<file path="config.mk">
export PLATFORM = sky130hd
export DESIGN_NAME = tx_rx_fifo_control_flat
export DESIGN_NICKNAME = d
export VERILOG_FILES = /design/src/rtl/tx_rx_fifo_control_if.sv /design/src/rtl/tx_rx_fifo_control.sv /design/src/flat_wrapper.sv
export SDC_FILE = /design/constraint.sdc
export NUM_CORES = 1
export LEC_CHECK = 0
export CAP_MARGIN = 20
export CORE_MARGIN = 8
export CORE_UTILIZATION = 45
export DETAILED_ROUTE_END_ITERATION = 8
export PLACE_DENSITY = 0.61
export SYNTH_ARGS = -nofsm -noshare
export SYNTH_HDL_FRONTEND = slang
export SYNTH_SLANG_ARGS = --single-unit
</file>
<file path="constraint.sdc">
create_clock -name clk -period 4.09 [get_ports clk]
set_clock_uncertainty 0.1 [all_clocks]
set_input_delay 1.0225 -clock clk [delete_from_list [all_inputs] [get_ports clk]]
set_output_delay 1.0225 -clock clk [all_outputs]
set_load 0.02 [all_outputs]
</file>
<file path="src/rtl/tx_rx_fifo_control_if.sv">
// Signal bundle between the UART register file / shifters and tx_rx_fifo_control.
// The slave modport is the FIFO control block; master is whoever drives the host and shifter side.
interface tx_rx_fifo_control_if #(
    parameter int DATA_W   = 8,
    parameter int RX_DEPTH = 16
);
    localparam int LEVEL_W = $clog2(RX_DEPTH) + 1;

    logic [1:0]         word_length;
    logic [2:0]         parity;
    logic [1:0]         fifo_clr;
    logic [DATA_W:0]    pi_rx_data;
    logic               pi_rx_flag;
    logic               read_flag;
    logic [DATA_W-1:0]  pi_tx_data;
    logic               write_flag;
    logic               pi_tx_flag;
    logic [DATA_W-1:0]  po_rx_data;
    logic               parity_error;
    logic               data_ready;
    logic               overrun_error;
    logic [LEVEL_W-1:0] rx_level;
    logic [DATA_W:0]    po_tx_data;
    logic               po_tx_flag;
    logic               thr_empty;
    logic               tx_empty;

    modport master (
        output word_length, parity, fifo_clr, pi_rx_data, pi_rx_flag, read_flag,
               pi_tx_data, write_flag, pi_tx_flag,
        input  po_rx_data, parity_error, data_ready, overrun_error, rx_level,
               po_tx_data, po_tx_flag, thr_empty, tx_empty
    );

    modport slave (
        input  word_length, parity, fifo_clr, pi_rx_data, pi_rx_flag, read_flag,
               pi_tx_data, write_flag, pi_tx_flag,
        output po_rx_data, parity_error, data_ready, overrun_error, rx_level,
               po_tx_data, po_tx_flag, thr_empty, tx_empty
    );
endinterface

</file>
<file path="src/rtl/tx_rx_fifo_control.sv">
// UART RX/TX FIFO control: buffers received and host-written characters, checks and
// generates parity, and hands TX characters to the shifter one at a time.
module tx_rx_fifo_control #(
    parameter int DATA_W   = 8,
    parameter int RX_DEPTH = 16,
    parameter int TX_DEPTH = 16
) (
    input logic clk,
    input logic rst,
    tx_rx_fifo_control_if.slave bus
);
    localparam int RX_AW = $clog2(RX_DEPTH);
    localparam int TX_AW = $clog2(TX_DEPTH);
    localparam logic [RX_AW:0] RX_FULL_LVL = (RX_AW+1)'(RX_DEPTH);
    localparam logic [TX_AW:0] TX_FULL_LVL = (TX_AW+1)'(TX_DEPTH);

    typedef enum logic {IDLE, WAIT} tx_state_t;

    function automatic logic [DATA_W-1:0] mask_data(input logic [DATA_W-1:0] d,
                                                    input logic [1:0] wl);
        logic [DATA_W-1:0] m;
        m = '0;
        for (int i = 0; i < DATA_W; i++)
            if (i < 5 + int'(wl)) m[i] = d[i];
        return m;
    endfunction

    // Parity bit a correct sender would append; stick mode ignores the data entirely.
    function automatic logic parity_bit(input logic [DATA_W-1:0] d, input logic [2:0] par);
        if (par[2]) return ~par[1];
        return par[1] ? ^d : ~^d;
    endfunction

    logic [DATA_W:0]   rx_mem [RX_DEPTH];
    logic [RX_AW-1:0]  rx_wr_ptr, rx_rd_ptr;
    logic [RX_AW:0]    rx_count;
    logic              rx_clr, rx_empty, rx_full, rx_pop, rx_push, overrun;
    logic [DATA_W-1:0] rx_masked;
    logic              rx_perr;

    assign rx_clr    = bus.fifo_clr[0];
    assign rx_empty  = (rx_count == '0);
    assign rx_full   = (rx_count == RX_FULL_LVL);
    assign rx_pop    = bus.read_flag & ~rx_empty & ~rx_clr;
    assign rx_push   = bus.pi_rx_flag & (~rx_full | rx_pop) & ~rx_clr;
    assign rx_masked = mask_data(bus.pi_rx_data[DATA_W-1:0], bus.word_length);
    assign rx_perr   = bus.parity[0] &
                       (bus.pi_rx_data[DATA_W] != parity_bit(rx_masked, bus.parity));

    always_ff @(posedge clk) begin
        if (rx_push) rx_mem[rx_wr_ptr] <= {rx_perr, rx_masked};
    end

    // A push that finds the FIFO full without a same-edge pop is lost and flagged.
    always_ff @(posedge clk or posedge rst) begin
        if (rst) begin
            rx_wr_ptr <= '0;
            rx_rd_ptr <= '0;
            rx_count  <= '0;
            overrun   <= 1'b0;
        end else if (rx_clr) begin
            rx_wr_ptr <= '0;
            rx_rd_ptr <= '0;
            rx_count  <= '0;
            overrun   <= 1'b0;
        end else begin
            if (rx_push) rx_wr_ptr <= rx_wr_ptr + RX_AW'(1);
            if (rx_pop)  rx_rd_ptr <= rx_rd_ptr + RX_AW'(1);
            if (rx_push && !rx_pop)      rx_count <= rx_count + (RX_AW+1)'(1);
            else if (rx_pop && !rx_push) rx_count <= rx_count - (RX_AW+1)'(1);
            if (bus.pi_rx_flag && !rx_push) overrun <= 1'b1;
            else if (bus.read_flag)         overrun <= 1'b0;
        end
    end

    assign bus.po_rx_data    = rx_empty ? '0 : rx_mem[rx_rd_ptr][DATA_W-1:0];
    assign bus.parity_error  = ~rx_empty & rx_mem[rx_rd_ptr][DATA_W];
    assign bus.data_ready    = ~rx_empty;
    assign bus.overrun_error = overrun;
    assign bus.rx_level      = rx_count;

    logic [DATA_W-1:0] tx_mem [TX_DEPTH];
    logic [TX_AW-1:0]  tx_wr_ptr, tx_rd_ptr;
    logic [TX_AW:0]    tx_count;
    logic              tx_clr, tx_fifo_empty, tx_full, tx_push, tx_pop;
    logic [DATA_W-1:0] tx_masked;
    logic [DATA_W:0]   tx_launch, tx_data_q;
    logic              tx_flag_q;
    tx_state_t         tx_state, tx_next;

    assign tx_clr        = bus.fifo_clr[1];
    assign tx_fifo_empty = (tx_count == '0);
    assign tx_full       = (tx_count == TX_FULL_LVL);
    assign tx_push       = bus.write_flag & ~tx_full & ~tx_clr;
    assign tx_masked     = mask_data(tx_mem[tx_rd_ptr], bus.word_length);
    assign tx_launch     = {bus.parity[0] & parity_bit(tx_masked, bus.parity), tx_masked};

    always_ff @(posedge clk) begin
        if (tx_push) tx_mem[tx_wr_ptr] <= bus.pi_tx_data;
    end

    always_ff @(posedge clk or posedge rst) begin
        if (rst) begin
            tx_wr_ptr <= '0;
            tx_rd_ptr <= '0;
            tx_count  <= '0;
        end else if (tx_clr) begin
            tx_wr_ptr <= '0;
            tx_rd_ptr <= '0;
            tx_count  <= '0;
        end else begin
            if (tx_push) tx_wr_ptr <= tx_wr_ptr + TX_AW'(1);
            if (tx_pop)  tx_rd_ptr <= tx_rd_ptr + TX_AW'(1);
            if (tx_push && !tx_pop)      tx_count <= tx_count + (TX_AW+1)'(1);
            else if (tx_pop && !tx_push) tx_count <= tx_count - (TX_AW+1)'(1);
        end
    end

    // Clearing the TX FIFO suppresses a pop, but a character already in WAIT runs to completion.
    always_comb begin
        tx_next = tx_state;
        tx_pop  = 1'b0;
        case (tx_state)
            IDLE: begin
                if (!tx_fifo_empty && !tx_clr) begin
                    tx_pop  = 1'b1;
                    tx_next = WAIT;
                end
            end
            WAIT: begin
                if (bus.pi_tx_flag) tx_next = IDLE;
            end
            default: tx_next = IDLE;
        endcase
    end

    always_ff @(posedge clk or posedge rst) begin
        if (rst) begin
            tx_state  <= IDLE;
            tx_data_q <= '0;
            tx_flag_q <= 1'b0;
        end else begin
            tx_state  <= tx_next;
            tx_flag_q <= tx_pop;
            if (tx_pop) tx_data_q <= tx_launch;
        end
    end

    assign bus.po_tx_data = tx_data_q;
    assign bus.po_tx_flag = tx_flag_q;
    assign bus.thr_empty  = tx_fifo_empty;
    assign bus.tx_empty   = tx_fifo_empty & (tx_state == IDLE);
endmodule

</file>
<file path="src/flat_wrapper.sv">
// flat-port wrapper written by rule: the top's interface ports become plain ports
module tx_rx_fifo_control_flat 
#(
    parameter int DATA_W   = 8,
    parameter int RX_DEPTH = 16,
    parameter int TX_DEPTH = 16
)
  (clk, rst, bus_word_length, bus_parity, bus_fifo_clr, bus_pi_rx_data, bus_pi_rx_flag, bus_read_flag, bus_pi_tx_data, bus_write_flag, bus_pi_tx_flag, bus_po_rx_data, bus_parity_error, bus_data_ready, bus_overrun_error, bus_rx_level, bus_po_tx_data, bus_po_tx_flag, bus_thr_empty, bus_tx_empty);
  tx_rx_fifo_control_if #(.DATA_W(DATA_W), .RX_DEPTH(RX_DEPTH)) bus_i ();
  input logic clk;
  input logic rst;
  input wire logic [$bits(bus_i.word_length)-1:0] bus_word_length;
  input wire logic [$bits(bus_i.parity)-1:0] bus_parity;
  input wire logic [$bits(bus_i.fifo_clr)-1:0] bus_fifo_clr;
  input wire logic [$bits(bus_i.pi_rx_data)-1:0] bus_pi_rx_data;
  input wire logic [$bits(bus_i.pi_rx_flag)-1:0] bus_pi_rx_flag;
  input wire logic [$bits(bus_i.read_flag)-1:0] bus_read_flag;
  input wire logic [$bits(bus_i.pi_tx_data)-1:0] bus_pi_tx_data;
  input wire logic [$bits(bus_i.write_flag)-1:0] bus_write_flag;
  input wire logic [$bits(bus_i.pi_tx_flag)-1:0] bus_pi_tx_flag;
  output wire logic [$bits(bus_i.po_rx_data)-1:0] bus_po_rx_data;
  output wire logic [$bits(bus_i.parity_error)-1:0] bus_parity_error;
  output wire logic [$bits(bus_i.data_ready)-1:0] bus_data_ready;
  output wire logic [$bits(bus_i.overrun_error)-1:0] bus_overrun_error;
  output wire logic [$bits(bus_i.rx_level)-1:0] bus_rx_level;
  output wire logic [$bits(bus_i.po_tx_data)-1:0] bus_po_tx_data;
  output wire logic [$bits(bus_i.po_tx_flag)-1:0] bus_po_tx_flag;
  output wire logic [$bits(bus_i.thr_empty)-1:0] bus_thr_empty;
  output wire logic [$bits(bus_i.tx_empty)-1:0] bus_tx_empty;
  assign bus_i.word_length = bus_word_length;
  assign bus_i.parity = bus_parity;
  assign bus_i.fifo_clr = bus_fifo_clr;
  assign bus_i.pi_rx_data = bus_pi_rx_data;
  assign bus_i.pi_rx_flag = bus_pi_rx_flag;
  assign bus_i.read_flag = bus_read_flag;
  assign bus_i.pi_tx_data = bus_pi_tx_data;
  assign bus_i.write_flag = bus_write_flag;
  assign bus_i.pi_tx_flag = bus_pi_tx_flag;
  assign bus_po_rx_data = bus_i.po_rx_data;
  assign bus_parity_error = bus_i.parity_error;
  assign bus_data_ready = bus_i.data_ready;
  assign bus_overrun_error = bus_i.overrun_error;
  assign bus_rx_level = bus_i.rx_level;
  assign bus_po_tx_data = bus_i.po_tx_data;
  assign bus_po_tx_flag = bus_i.po_tx_flag;
  assign bus_thr_empty = bus_i.thr_empty;
  assign bus_tx_empty = bus_i.tx_empty;
  tx_rx_fifo_control #(.DATA_W(DATA_W), .RX_DEPTH(RX_DEPTH), .TX_DEPTH(TX_DEPTH)) u_core (.clk(clk), .rst(rst), .bus(bus_i));
endmodule
</file>
==> metrics.txt, run 1 <==
Worst path max stage delay=around 0.51 ns; antenna cells=0; pre-CTS setup slack=around 0.36 ns; hold depth=2; post-synth cell types=48; Simple-Gate Fraction of Synth Area=0.0543; CORE AREA=between 20000 and 30000 um2; Reg2Reg Setup Slack=roughly 0.52 ns; vias in the first global route=between 7000 and 8000; Worst path top cell family by delay=multiplexers; fillers=between 2000 and 2500; Mapped Avg Cell Area=17.9 um2; drt total wl=roughly 27000 um; Num Clock Sinks=310; # hold bufs at CTS=0; Initial Utilization=0.458; fin nets=between 800 and 900; Area after DPL=14100 um2; Post-CTS Setup Inserts=0; max-cap viol count=0; cells on worst reg2reg path=12; multi-input logic area=3440 um2; sink of the worst hold path=u_core.bus.po_tx_data[6]$_DFFE_PP0P_; Root Buffer=clkbuf_16; die area=between 30000 and 40000 um2; worst-case clock buffer depth=3; unrepaired setup endpoints after global routing=no; startpoint types=flip-flop; setup ws final=around 0.23 ns; Congestion Overflow GR=0; initial antenna violation count=0; Syn Inst Count=~720; H-tree levels=1; multiplexer area fraction after synthesis=0.137; fmax=259 MHz; largest net degree at the start of global routing=40; WP data required=between 2 and 3 ns; CP bufs+invs=2; r2r startpoint=u_core.bus.rx_level[0]$_DFFE_PP0P_; gp weighted congestion=between 0.7 and 0.8; fin crit share=0.944; dpl hpwl=between 15000 and 20000 um; compound-cell area share of the yosys netlist=0.0329; FP Rows=between 60 and 70; Post-synth EDFFs=between 200 and 300; # IOs=58; Synth Area in XOR/XNOR=0.0242; worst-margin pin slew=~0.80 ns; max_slew headroom=0.463; Util after Layout=0.539; largest family of logic cells by synthesized area=multiplexers; Most Frequent Cell on Critical Path=mux4_2; DR pass1 iterations=4; Mapped Area=between 10000 and 15000 um2; Crit Path Class=flip-flop to output port; max-slew violation count=0; worst path cell trace=buf_6 > mux4_2 > mux4_2 > and2_1 > dlygate4sd2_1; area share of fa/ha/maj cells after synthesis=0.0197; TritonCTS clock tree=built; GRT Total Usage=0.160; Setup crit end kind=output port; Num CTS Buffers=31; worst vdd ir=0.457 mV; critical path peak fanout=10; Reg area=9120 um2; Primary FF master, synth=edfxtp_1; Critical Path Stages=5; Routed Antenna Nets=0; drt via density=between 5 and 6; ratio of cells with drive above 1 in the final layout=0.197; Chip Height=approximately 180 um; Worst path slowest cell=mux4_2; Finished Cell Area=between 15000 and 20000 um2; initial DRC count=between 200 and 300; synthesized netlist net count=between 700 and 800; DR vias=between 6000 and 7000; DR DRC count=0; Worst-Skew Late Latency=between 0.5 and 0.6 ns; Synthesis Warnings=0; TNS Setup=0 ns; sequential fraction of the synthesis area=0.712; Layout Area Growth over Synthesis=17.5%; Final Hold Vio Count=0; FF+latch count, synth=just over 300; clock-pin slew on the worst setup and hold paths=about 0.060 ns; I/O Buffers=57; Worst EP arrival=between 2 and 3 ns; LEAKAGE=between 5 and 6 nW; final setup fails=0; Die X=185 um; Post-synth ARST share=0.123; reg-to-reg critical path endpoint=u_core.bus.rx_level[4]$_DFFE_PP0P_; crit path time final=just under 4 ns; pwr dens=~600 nW/um2; global-route wire length before repair=around 42000 um; Routed wire per std cell=22.1 um; Hold Crit Start=u_core.bus.po_tx_data[6]$_DFFE_PP0P_; worst min path class=flip-flop to flip-flop; status=finished clean
==> layout by cell type (no fill, tap or decap), types with 5 or more instances in the layout <==
cell type | synthesis | final
mux2i_1 | 34 | 34
edfxtp_1 | 272 | 272
nor2_1 | 60 | 60
and2_1 | 14 | 14
nand2_1 | 34 | 34
xor2_1 | 12 | 12
clkdlybuf4s50_1 | 0 | 48
clkinv_1 | 2 | 10
clkbuf_1 | 21 | 6
xnor2_1 | 19 | 19
ha_1 | 17 | 17
o21ai_0 | 11 | 11
mux4_2 | 62 | 62
clkbuf_16 | 0 | 32
dfrtp_1 | 38 | 36
a31oi_1 | 7 | 7
nor3_1 | 5 | 5
inv_1 | 9 | 8
buf_4 | 2 | 46
and3_1 | 6 | 6
a221oi_1 | 15 | 15
a22oi_1 | 5 | 5
dlygate4sd2_1 | 0 | 7
a21oi_1 | 11 | 11
==> cell families (layout without fill, tap and decap cells) <==
| group | count (synthesis) | after routing |
|---|---|---|
| AO/OA/AOI/OAI | 60 | 60 |
| XOR/XNOR | 33 | 33 |
| buffers and inverters | 46 | 173 |
| AND/OR/NAND/NOR | 149 | 149 |
| adder cells (fa/ha/maj) | 19 | 19 |
| flip-flops | 310 | 310 |
| multiplexers | 98 | 98 |
==> layout make-up <==
cell class,count,share of cell area
flip-flops and latches,310,0.606
multi-input cells,359,0.229
repair buffers,108,0.0670
clock buffers,37,0.0531
well taps,378,0.0314
clock inverters,17,0.0106
inverters,11,0.00274
==> worst reg2reg max path: cells and delay by family (launching register included) <==
family | cells | cell delay [ns]
DFF | 1 | 0.46
xor gates and xnor gates | 1 | 0.15
and+or+nand+nor | 7 | 1.82
AOI/OAI and AO/OA | 3 | 0.49
adders and majority gates | 1 | 0.46
==> metal layers <==
layer  global-route usage  vias up  part of all wire  wire [um]
li1                     -     3011                 -          -
met1                0.188     3325              0.40      10800
met2                0.293      129              0.53      14200
met3               0.0236       58             0.038       1030
met4               0.0554        0             0.033        879
met5                    0        -                 0          0
==> sequential cells by signal, indices dropped and copies added, names as in the netlist <==
signal,cells
u_core.rx_mem,144
u_core.tx_mem,128
u_core.bus.po_tx_data,9
u_core.bus.rx_level,5
u_core.tx_count,5
u_core.rx_rd_ptr,4
u_core.rx_wr_ptr,4
u_core.tx_rd_ptr,4
u_core.tx_wr_ptr,4
u_core.bus.overrun_error,1
u_core.bus.po_tx_flag,1
u_core.tx_state,1
==> synthesized netlist by cell type, types with 5 or more instances <==
cell type,n,share of area
xnor2_1,19,0.013
a22oi_1,5,0.0029
ha_1,17,0.017
a21oi_1,11,0.0043
dfrtp_1,38,0.074
mux2i_1,34,0.027
a31oi_1,7,0.0034
and2_1,14,0.0068
mux4_2,62,0.11
nand2_1,34,0.010
o21ai_0,11,0.0043
edfxtp_1,272,0.64
clkbuf_1,21,0.0062
inv_1,9,0.0026
xor2_1,12,0.0082
a221oi_1,15,0.010
nor3_1,5,0.0020
nor2_1,60,0.018
nand2b_1,5,0.0024
and3_1,6,0.0029
==> worst max path at each step <==
stage | startpoint | end | slack, ns
finish | u_core.rx_rd_ptr[0]$_DFFE_PP0P_ | bus_po_rx_data[5] | 0.23
global route | u_core.rx_rd_ptr[0]$_DFFE_PP0P_ | bus_po_rx_data[5] | 0.12
CTS | u_core.rx_rd_ptr[0]$_DFFE_PP0P_ | bus_parity_error | -0.05
detailed placement | bus_fifo_clr[1] | u_core.tx_count[4]$_DFFE_PP0P_ | 0.36
global placement | bus_fifo_clr[1] | u_core.tx_count[4]$_DFFE_PP0P_ | 0.39
floorplan | u_core.rx_rd_ptr[0]$_DFFE_PP0P_ | bus_parity_error | 0.33
==> stage by stage <==
stage / cells / total power [mW] / hold slack [ns]
after global routing: 1220 / 9.38 / 0.428
after CTS: 1219 / 9.03 / 0.392
final: 1220 / 8.98 / 0.384
after floorplan: 715 / 5.57 / 0.416
after detailed placement: 1165 / 6.39 / 0.378
after global placement: 1165 / 6.33 / 0.377
==> power by group <==
part | internal (mW) | switching, mW | total (mW)
logic | 1.26 | 1.25 | 2.51
clock network | 1.57 | 1.12 | 2.69
registers | 3.60 | 0.179 | 3.78
==> repair_timing <==
item,CTS,global route
cloned,0,1
endpoints found under the hold margin,0,0
gates resized for setup,7,4
endpoints found under the setup margin,8,2
Note: power is estimated with default switching activity, not from simulation.
==> run 2: changes to the inputs <==
--- a/config.mk
+++ b/config.mk
@@ -7,9 +7,10 @@
 export LEC_CHECK = 0
 export CAP_MARGIN = 20
 export CORE_MARGIN = 8
-export CORE_UTILIZATION = 45
+export CORE_UTILIZATION = 50
 export DETAILED_ROUTE_END_ITERATION = 8
-export PLACE_DENSITY = 0.61
+export PLACE_DENSITY = 0.67
+export SLEW_MARGIN = 0
 export SYNTH_ARGS = -nofsm -noshare
 export SYNTH_HDL_FRONTEND = slang
 export SYNTH_SLANG_ARGS = --single-unit
==> run 2 against run 1 <==
Setup slack got worse by 0.072 ns. Clock power decreased by 2%. Combinational power about the same. Die area decreased by 9.2%. Critical path depth unchanged. Critical path type unchanged.
==> metrics.txt, run 2 (synthesis gave the netlist of run 1 again) <==
FP Rows=58; gp weighted congestion=around 0.81; CORE AREA=approximately 25000 um2; # IOs=58; WP data required=just under 3 ns; initial antenna violation count=0; Routed wire per std cell=approximately 22 um; worst min path class=flip-flop to flip-flop; TNS Setup=0 ns; max-slew violation count=0; H-tree levels=1; clock-pin slew on the worst setup and hold paths=roughly 0.06 ns; antenna cells=0; worst vdd ir=roughly 0.30 mV; Critical Path Start=u_core.rx_rd_ptr[0]$_DFFE_PP0P_; LEAKAGE=just over 5 nW; Num Clock Sinks=between 300 and 400; Layout Cells excl Fill=1181; I/O Buffers=57; TritonCTS clock tree=built; Root Buffer=clkbuf_16; Worst path slowest cell=mux4_2; Num CTS Buffers=30; cells on worst reg2reg path=12; Biggest register=u_core.rx_mem; crit path time final=3.93 ns; worst path cell trace=bufbuf_16 > mux4_2 > mux4_2 > and2_1 > dlygate4sd2_1; fin crit share=0.961; Setup crit end kind=output port; dpl hpwl=~18000 um; critical path peak fanout=13; fmax=254 MHz; initial DRC count=513; drt via density=about 5.7; leading cell types in the layout, fill and taps excluded=edfxtp_1, mux4_2, nor2_1; status=finished clean; drt total wl=about 26000 um; Die X=around 180 um; # hold bufs at CTS=0; worst setup path endpoint=bus_po_rx_data[1]; Congestion Overflow GR=0; Worst EP arrival=about 2.8 ns; Most Frequent Cell on Critical Path=mux4_2; Final Hold Vio Count=0; Routed Antenna Nets=0; pwr dens=596 nW/um2; DR pass1 iterations=5; fin nets=876; max_slew headroom=0.317; Reg2Reg Setup Slack=roughly 0.45 ns; final setup fails=0; Worst path max stage delay=between 0.5 and 0.6 ns; reg-to-reg critical path endpoint=u_core.bus.rx_level[4]$_DFFE_PP0P_; startpoint types=flip-flop; fillers=between 1500 and 2000; Largest register FFs=about 140; ratio of cells with drive above 1 in the final layout=0.207; largest net degree at the start of global routing=27; worst-case clock buffer depth=3; DR vias=around 6700; vias in the first global route=~7100; unrepaired setup endpoints after global routing=no; Crit Path Class=flip-flop to output port; commonest non-fill, non-tap cell in the layout=edfxtp_1; DR DRC count=0; r2r startpoint=u_core.bus.rx_level[1]$_DFFE_PP0P_; global-route wire length before repair=41200 um; worst-margin pin slew=1.02 ns; GRT Total Usage=0.173; Layout Area Growth over Synthesis=17.4%; Post-Place Cells=approximately 1100; max-cap viol count=0; Worst-Skew Late Latency=approximately 0.55 ns; Initial Utilization=0.508; Chip Height=about 180 um; die area=a little over 30000 um2
## run 2: worst min-delay path by stage
stage	from	end	slack [ns]	depth (start not counted)
after floorplan	u_core.tx_count[3]$_DFFE_PP0P_	u_core.tx_count[3]$_DFFE_PP0P_	0.42	2
after global placement	u_core.bus.po_tx_data[7]$_DFFE_PP0P_	u_core.bus.po_tx_data[7]$_DFFE_PP0P_	0.37	2
after detailed placement	u_core.bus.po_tx_data[6]$_DFFE_PP0P_	u_core.bus.po_tx_data[6]$_DFFE_PP0P_	0.39	2
after CTS	u_core.bus.po_tx_data[6]$_DFFE_PP0P_	u_core.bus.po_tx_data[6]$_DFFE_PP0P_	0.40	2
after global routing	u_core.bus.po_tx_data[7]$_DFFE_PP0P_	u_core.bus.po_tx_data[7]$_DFFE_PP0P_	0.41	2
final	u_core.bus.po_tx_data[6]$_DFFE_PP0P_	u_core.bus.po_tx_data[6]$_DFFE_PP0P_	0.40	2
## run 2: critical path: cells and delay by family, from the launching register on
kind,cells,cell delay (ns)
buf+inv,2,0.65
flops,1,0.44
mux,2,1.00
simple gates,1,0.16
## run 2: where the power goes
| group | leakage [nW] | internal, mW | switching, mW |
|---|---|---|---|
| clock | 0.471 | 1.53 | 1.12 |
| combinational | 1.74 | 1.27 | 1.26 |
| sequential | 2.95 | 3.60 | 0.185 |
## run 2: stage by stage
stage	setup WS, ns	instance area, um2	hold slack (ns)	power, mW	utilization
detailed placement	0.128	14000	0.390	6.39	0.557
global placement	0.325	14000	0.368	6.31	0.556
global route	0.0685	15000	0.414	9.34	0.597
finish	0.158	15000	0.397	8.96	0.597
floorplan	0.330	12800	0.416	5.57	-
CTS	0.113	15000	0.405	9.05	0.597
## run 2: area by class of cell
type	instances	area, um2	share of cell area
clock inverters	23	196	0.0131
repair buffers	115	1060	0.0705
inverters	11	41.3	0.00275
clock buffers	33	762	0.0507
flip-flops and latches	310	9120	0.607
multi-input cells	359	3440	0.229
well taps	330	413	0.0275
## run 2: repair_timing
item,CTS,global route
setup endpoints to repair,9,0
resized for setup,11,0
buffers inserted,1,0
## run 2: metal layers
| metal | vias to the layer above | global-route usage | wire length (um) |
|---|---|---|---|
| li1 | 3029 | - | - |
| met1 | 3473 | 0.212 | 10600 |
| met2 | 167 | 0.321 | 14300 |
| met3 | 38 | 0.0214 | 1120 |
| met4 | 0 | 0.0389 | 447 |
| met5 | - | 0 | 0 |
